==> src/rtl/avmm_pkg.sv <==
// Shared types and constants for the Avalon-MM block reader.
package avmm_pkg;

  typedef enum logic [1:0] {
    IDLE   = 2'd0,
    ISSUE  = 2'd1,
    DRAIN  = 2'd2,
    FINISH = 2'd3
  } state_t;

  localparam logic [3:0] BYTEEN_ALL = 4'hF;

endpackage

==> src/rtl/sync_fifo.sv <==
// Single-clock FIFO with a combinational head view (show-ahead) and occupancy count.
module sync_fifo #(
  parameter int unsigned WIDTH = 34,
  parameter int unsigned DEPTH = 8
) (
  input  logic                   clk,
  input  logic                   reset_n,
  input  logic                   push,
  input  logic [WIDTH-1:0]       push_data,
  input  logic                   pop,
  output logic [WIDTH-1:0]       head,
  output logic                   empty,
  output logic [$clog2(DEPTH):0] count
);

  localparam int unsigned PTR_W = $clog2(DEPTH);
  localparam int unsigned CNT_W = PTR_W + 1;

  logic [WIDTH-1:0] mem [DEPTH];
  logic [PTR_W-1:0] wr_ptr;
  logic [PTR_W-1:0] rd_ptr;
  logic             full;
  logic             do_push;
  logic             do_pop;

  assign empty   = (count == '0);
  assign full    = (count == CNT_W'(DEPTH));
  assign do_pop  = pop && !empty;
  // A pop in the same cycle frees the slot a push into a full FIFO needs.
  assign do_push = push && (!full || do_pop);
  assign head    = mem[rd_ptr];

  always_ff @(posedge clk) begin
    if (do_push) begin
      mem[wr_ptr] <= push_data;
    end
  end

  always_ff @(posedge clk) begin
    if (!reset_n) begin
      wr_ptr <= '0;
      rd_ptr <= '0;
      count  <= '0;
    end else begin
      if (do_push) begin
        wr_ptr <= wr_ptr + PTR_W'(1);
      end
      if (do_pop) begin
        rd_ptr <= rd_ptr + PTR_W'(1);
      end
      if (do_push && !do_pop) begin
        count <= count + CNT_W'(1);
      end else if (do_pop && !do_push) begin
        count <= count - CNT_W'(1);
      end
    end
  end

endmodule

==> src/rtl/avmm_block_reader.sv <==
// Reads a block of consecutive words over Avalon-MM and streams them out as one
// Avalon-ST packet, throttling reads so in-flight data always fits the FIFO.
module avmm_block_reader
  import avmm_pkg::*;
#(
  parameter int unsigned ADDR_W     = 10,
  parameter int unsigned DATA_W     = 32,
  parameter int unsigned FIFO_DEPTH = 8
) (
  input  logic              clk,
  input  logic              reset_n,
  input  logic              start,
  input  logic [ADDR_W-1:0] base_addr,
  input  logic [ADDR_W:0]   length,
  output logic              busy,
  output logic              done,
  output logic [ADDR_W-1:0] m_address,
  output logic              m_read,
  output logic [3:0]        m_byteenable,
  input  logic [DATA_W-1:0] m_readdata,
  input  logic              m_waitrequest,
  input  logic              m_readdatavalid,
  output logic [DATA_W-1:0] st_data,
  output logic              st_valid,
  input  logic              st_ready,
  output logic              st_sop,
  output logic              st_eop
);

  localparam int unsigned LEN_W = ADDR_W + 1;
  localparam int unsigned CNT_W = $clog2(FIFO_DEPTH) + 1;
  localparam int unsigned CRD_W = CNT_W + 1;
  localparam int unsigned ENT_W = DATA_W + 2;

  state_t            state;
  state_t            state_nxt;
  logic [ADDR_W-1:0] addr_q;
  logic [LEN_W-1:0]  len_q;
  logic [LEN_W-1:0]  issued_q;
  logic [LEN_W-1:0]  rx_q;
  logic [CNT_W-1:0]  outst_q;
  logic [CNT_W-1:0]  fifo_count;
  logic              fifo_empty;
  logic              credit_ok;
  logic              accept;
  logic              last_accept;
  logic              take;
  logic              pop;
  logic              word_sop;
  logic              word_eop;
  logic [ENT_W-1:0]  push_data;
  logic [ENT_W-1:0]  head;

  // Credit: every outstanding read has a reserved FIFO slot.
  assign credit_ok   = (CRD_W'(outst_q) + CRD_W'(fifo_count)) < CRD_W'(FIFO_DEPTH);
  assign m_read      = (state == ISSUE) && (issued_q != len_q) && credit_ok;
  assign accept      = m_read && !m_waitrequest;
  assign last_accept = accept && ((issued_q + LEN_W'(1)) == len_q);
  // Beats arriving outside a live command (e.g. after a reset) are dropped.
  assign take        = m_readdatavalid && ((state == ISSUE) || (state == DRAIN))
                       && (outst_q != '0);

  assign m_address    = addr_q;
  assign m_byteenable = BYTEEN_ALL;
  assign busy         = (state != IDLE);
  assign done         = (state == FINISH);

  assign word_sop  = (rx_q == '0);
  assign word_eop  = (rx_q == (len_q - LEN_W'(1)));
  assign push_data = {word_sop, word_eop, m_readdata};

  assign st_valid = !fifo_empty;
  assign st_data  = head[DATA_W-1:0];
  assign st_sop   = head[DATA_W+1] && st_valid;
  assign st_eop   = head[DATA_W] && st_valid;
  assign pop      = st_valid && st_ready;

  always_ff @(posedge clk) begin
    if (!reset_n) begin
      state <= IDLE;
    end else begin
      state <= state_nxt;
    end
  end

  always_comb begin
    state_nxt = state;
    case (state)
      IDLE: begin
        if (start) begin
          state_nxt = (length == '0) ? FINISH : ISSUE;
        end
      end
      ISSUE: begin
        if (last_accept) begin
          state_nxt = DRAIN;
        end
      end
      DRAIN: begin
        if ((outst_q == '0) && fifo_empty) begin
          state_nxt = FINISH;
        end
      end
      FINISH: begin
        state_nxt = IDLE;
      end
      default: begin
        state_nxt = IDLE;
      end
    endcase
  end

  // Command registers, address walker and read/response counters.
  always_ff @(posedge clk) begin
    if (!reset_n) begin
      addr_q   <= '0;
      len_q    <= '0;
      issued_q <= '0;
      rx_q     <= '0;
      outst_q  <= '0;
    end else begin
      if ((state == IDLE) && start) begin
        addr_q   <= base_addr;
        len_q    <= length;
        issued_q <= '0;
        rx_q     <= '0;
      end
      if (accept) begin
        addr_q   <= addr_q + ADDR_W'(1);
        issued_q <= issued_q + LEN_W'(1);
      end
      if (take) begin
        rx_q <= rx_q + LEN_W'(1);
      end
      case ({accept, take})
        2'b10:   outst_q <= outst_q + CNT_W'(1);
        2'b01:   outst_q <= outst_q - CNT_W'(1);
        default: outst_q <= outst_q;
      endcase
    end
  end

  sync_fifo #(
    .WIDTH (ENT_W),
    .DEPTH (FIFO_DEPTH)
  ) u_fifo (
    .clk       (clk),
    .reset_n   (reset_n),
    .push      (take),
    .push_data (push_data),
    .pop       (pop),
    .head      (head),
    .empty     (fifo_empty),
    .count     (fifo_count)
  );

endmodule
==> config.mk <==
export PLATFORM = sky130hd
export DESIGN_NAME = avmm_block_reader
export DESIGN_NICKNAME = d
export VERILOG_FILES = /design/src/rtl/avmm_pkg.sv /design/src/rtl/sync_fifo.sv /design/src/rtl/avmm_block_reader.sv
export SDC_FILE = /design/constraint.sdc
export NUM_CORES = 1
export LEC_CHECK = 0
export CAP_MARGIN = 25
export CORE_ASPECT_RATIO = 1.25
export CORE_MARGIN = 2
export CORE_UTILIZATION = 40
export DETAILED_ROUTE_END_ITERATION = 7
export GPL_ROUTABILITY_DRIVEN = 0
export PLACE_DENSITY = 0.68
export REMOVE_ABC_BUFFERS = 1
export SLEW_MARGIN = 20
export SYNTH_ARGS = -nofsm -noshare
export SYNTH_HDL_FRONTEND = slang
export SYNTH_SLANG_ARGS = --single-unit
==> constraint.sdc <==
create_clock -name clk -period 4.7 [get_ports clk]
set_clock_uncertainty 0.05 [all_clocks]
set_input_delay 0.94 -clock clk [delete_from_list [all_inputs] [get_ports clk]]
set_output_delay 0.94 -clock clk [all_outputs]
set_load 0.01 [all_outputs]
==> flow_metrics.env <==
export IMPL_status="finished, final reports clean"
export IMPL_dp_cells=1468
export IMPL_hp_class="reg2reg"
export IMPL_path_delay_family="buffers and inverters"
export IMPL_vias=8142
export IMPL_path_class="reg2out"
export IMPL_drtIter0Drc=589
export IMPL_routed_wl_microns=28500
export IMPL_postRouteAntennaNets=0
export IMPL_grt_pass1_wl_microns=44600
export IMPL_synthFlopType="edfxtp_1"
export IMPL_synthMuxAreaShare=0.1372
export IMPL_pwr_share_clk=0.333
export IMPL_syn_avg_cell_area_sq_um=15.43
export IMPL_rsz0062_at_grt="no"
export IMPL_fin_crit_sh=0.8245
export IMPL_gr_usage_all_layers=0.1558
export IMPL_grt_max_degree=57
export IMPL_synth_compound_area_frac=0.05005
export IMPL_start_util=0.4024
export IMPL_gr_total_overflow=0
export IMPL_post_route_drc_count=0
export IMPL_ctsHoldBuffers=0
export IMPL_relSlewSlack=0.4145
export IMPL_synth_seq_cells=334
export IMPL_period_minus_slack_ns=3.875
export IMPL_sw_frac_of_total=0.2674
export IMPL_port_buffers=106
export IMPL_synth_simple_area_share=0.07896
export IMPL_path_clk_slew_ns=0.07
export IMPL_cp_cell_sequence="buf_12 -> mux4_2 -> mux2_2 -> clkdlybuf4s50_1"
export IMPL_cpPeakStageDelay_ns=0.86
export IMPL_cp_data_required_time_ns=3.71
export IMPL_power_density_mw_per_mm2=466.3
export IMPL_setup_viol=0
export IMPL_clkLatencyLatePin_ns=0.51
export IMPL_diodes=0
export IMPL_crit_path_max_fanout=40
export IMPL_avgViaCountPerCell=5.339
export IMPL_synth_cell_types=60
export IMPL_synth_fa_ha_area_frac=0.01998
export IMPL_stdcell_area_sq_mm=0.01693
export IMPL_root_buffer="clkbuf_16"
export IMPL_end_kind="output port"
export IMPL_die_w_microns=172.2
export IMPL_synth_top_family_by_area="multiplexers"
export IMPL_area_growth_pct=19.67
export IMPL_slew_viol_final=0
export IMPL_finalNetCount=1112
export IMPL_cts_tree="done"
export IMPL_synth_most_common_cell="edfxtp_1"
export IMPL_seq_power_share=0.437
export IMPL_p_leak_uw=0.005411
export IMPL_antenna_found_initial=1
export IMPL_std_cell_rows=77
export IMPL_yosys_top_cells_count="272 x edfxtp_1, 68 x mux4_2, 62 x dfxtp_1"
export IMPL_core_area_sq_mm=0.03517
export IMPL_hpwl_microns=17560
export IMPL_max_clock_freq_mhz=258.1
export IMPL_synthCells=917
export IMPL_post_dp_cell_area_sq_mm=0.01585
export IMPL_die_area_sq_mm=0.03690
export IMPL_yosys_warnings=0
export IMPL_crit_arrival_ns=2.88
export IMPL_cts_resized=0
export IMPL_fin_cells=1525
export IMPL_internal_power_uw=5785
export IMPL_yosys_area_top_type_share=0.5772
export IMPL_synth_area_top_cells="edfxtp_1 58%, mux4_2 11%, dfxtp_1 8.8%"
export IMPL_crit_buf_inv=2
export IMPL_drive_gt1_frac=0.1760
export IMPL_synth_area_sq_mm=0.01415
export IMPL_die_height_microns=214.3
export IMPL_synthXorXnorAreaFrac=0.02662
export IMPL_drt_first_pass_iters=5
export IMPL_grt_pass1_vias=8100
export IMPL_hold_viol_final=0
export IMPL_ios=111
export IMPL_p_sw_uw=2111
export IMPL_synth_edf_count=272
export IMPL_async_flop_share=0
export IMPL_htreeDepth=2
export IMPL_startpoint_type="register"
export IMPL_combPwrFrac=0.229
export IMPL_cts_buffers=35
export IMPL_drv_cap=0
export IMPL_yosysSeqAreaShare=0.6650
export IMPL_clk_path_buf_depth=3
export IMPL_synth_top_cell_by_area="edfxtp_1"
export IMPL_worst_pin_slew_ns=0.8765
export IMPL_post_cts_buffers=0
export IMPL_wire_per_inst_microns=18.69
export IMPL_tns_ns=0
export IMPL_ir_drop_v=0.0002883
export IMPL_crit_path_top_delay_cell="dfxtp_2"
export IMPL_cts_sinks=334
export IMPL_power_uw=7896
final cells by class:
| cell class | instances | area, sq um |
|---|---|---|
| Clock buffer | 39 | 890.9 |
| Timing Repair Buffer | 125 | 1266 |
| Clock inverter | 18 | 195.2 |
| Multi-Input combinational cell | 515 | 4497 |
| Inverter | 20 | 75.07 |
| Tap cell | 474 | 593.1 |
| Sequential cell | 334 | 9415 |
| Fill cell | 3017 | 18230 |
metal layers:
layer	share of wire	routed length, microns	vias to the layer above	track usage
li1	-	-	3780	-
met1	0.42	11990	4094	0.2011
met2	0.50	14390	220	0.2667
met3	0.049	1407	46	0.02916
met4	0.024	696	2	0.04678
met5	0.00046	13	-	0
metrics by stage:
| step | utilization | hold slack [ns] | setup slack [ns] |
|---|---|---|---|
| floorplan | - | 0.4041 | -0.1201 |
| global placement | 0.4506 | 0.4178 | 0.9536 |
| detailed placement | 0.4506 | 0.4266 | 0.9486 |
| CTS | 0.4815 | 0.4382 | 0.7671 |
| global route | 0.4815 | 0.4527 | 0.6787 |
| finish | 0.4815 | 0.4448 | 0.8251 |
sequential cells by signal, indices dropped and copies added (netlist names), 4 cells and up, named ones only:
register	flops
u_fifo.mem	272
issued_q	11
rx_q	11
u_fifo.count	4
len_q	11
outst_q	4
m_address	10
cell usage in the layout, fill, tap and decap left out, drive strengths merged, types with 7 or more instances in the layout:
| cell | count |
|---|---|
| clkdlybuf4s50 | 106 |
| o21ai | 25 |
| nand2 | 59 |
| xnor2 | 23 |
| a31oi | 10 |
| xor2 | 20 |
| nor2 | 54 |
| clkbuf | 39 |
| mux4 | 68 |
| nor4 | 11 |
| nor3 | 20 |
| dfxtp | 62 |
| and3 | 8 |
| ha | 21 |
| nand4 | 8 |
| mux2 | 32 |
| or3 | 9 |
| nand3 | 22 |
| a22oi | 7 |
| a21oi | 50 |
| inv | 20 |
| buf | 19 |
| clkinv | 12 |
| edfxtp | 272 |
worst paths after layout:
path / cells past startpoint / from / slack [ns] / end
worst max-delay path: 4 / register / 0.83 / st_data[0]
worst min-delay path: 2 / u_fifo.rd_ptr[1] / 0.44 / register
worst min register to register: 2 / u_fifo.rd_ptr[1] / 0.44 / register
worst max register to register: 12 / state[0] / 1.19 / outst_q[2]
logic make-up after synthesis:
logic type	count (synthesis)
flops	334
simple gates	222
compound gates	119
mux	105
buf+inv	71
xor+xnor	43
fa+ha+maj	22
other cells	1
power groups by stage:
stage	Combinational, uW	Clock, uW	Sequential (uW)
floorplan	1110	0	3570
global placement	1810	0	3520
detailed placement	1830	0	3520
CTS	1840	2690	3460
global route	1980	2810	3470
finish	1810	2630	3450
worst register-to-register path, stage by stage, from the launching register on:
cell	delay [ns]
dfxtp_1	0.43
ha_1	0.33
or4b_1	0.55
or3_1	0.52
nor2_8	0.14
inv_2	0.11
ha_1	0.27
xor2_1	0.17
ha_1	0.18
a21oi_1	0.15
xor2_1	0.09
or3_1	0.30
a21oi_1	0.13
Note: power is estimated with default switching activity, not from simulation.
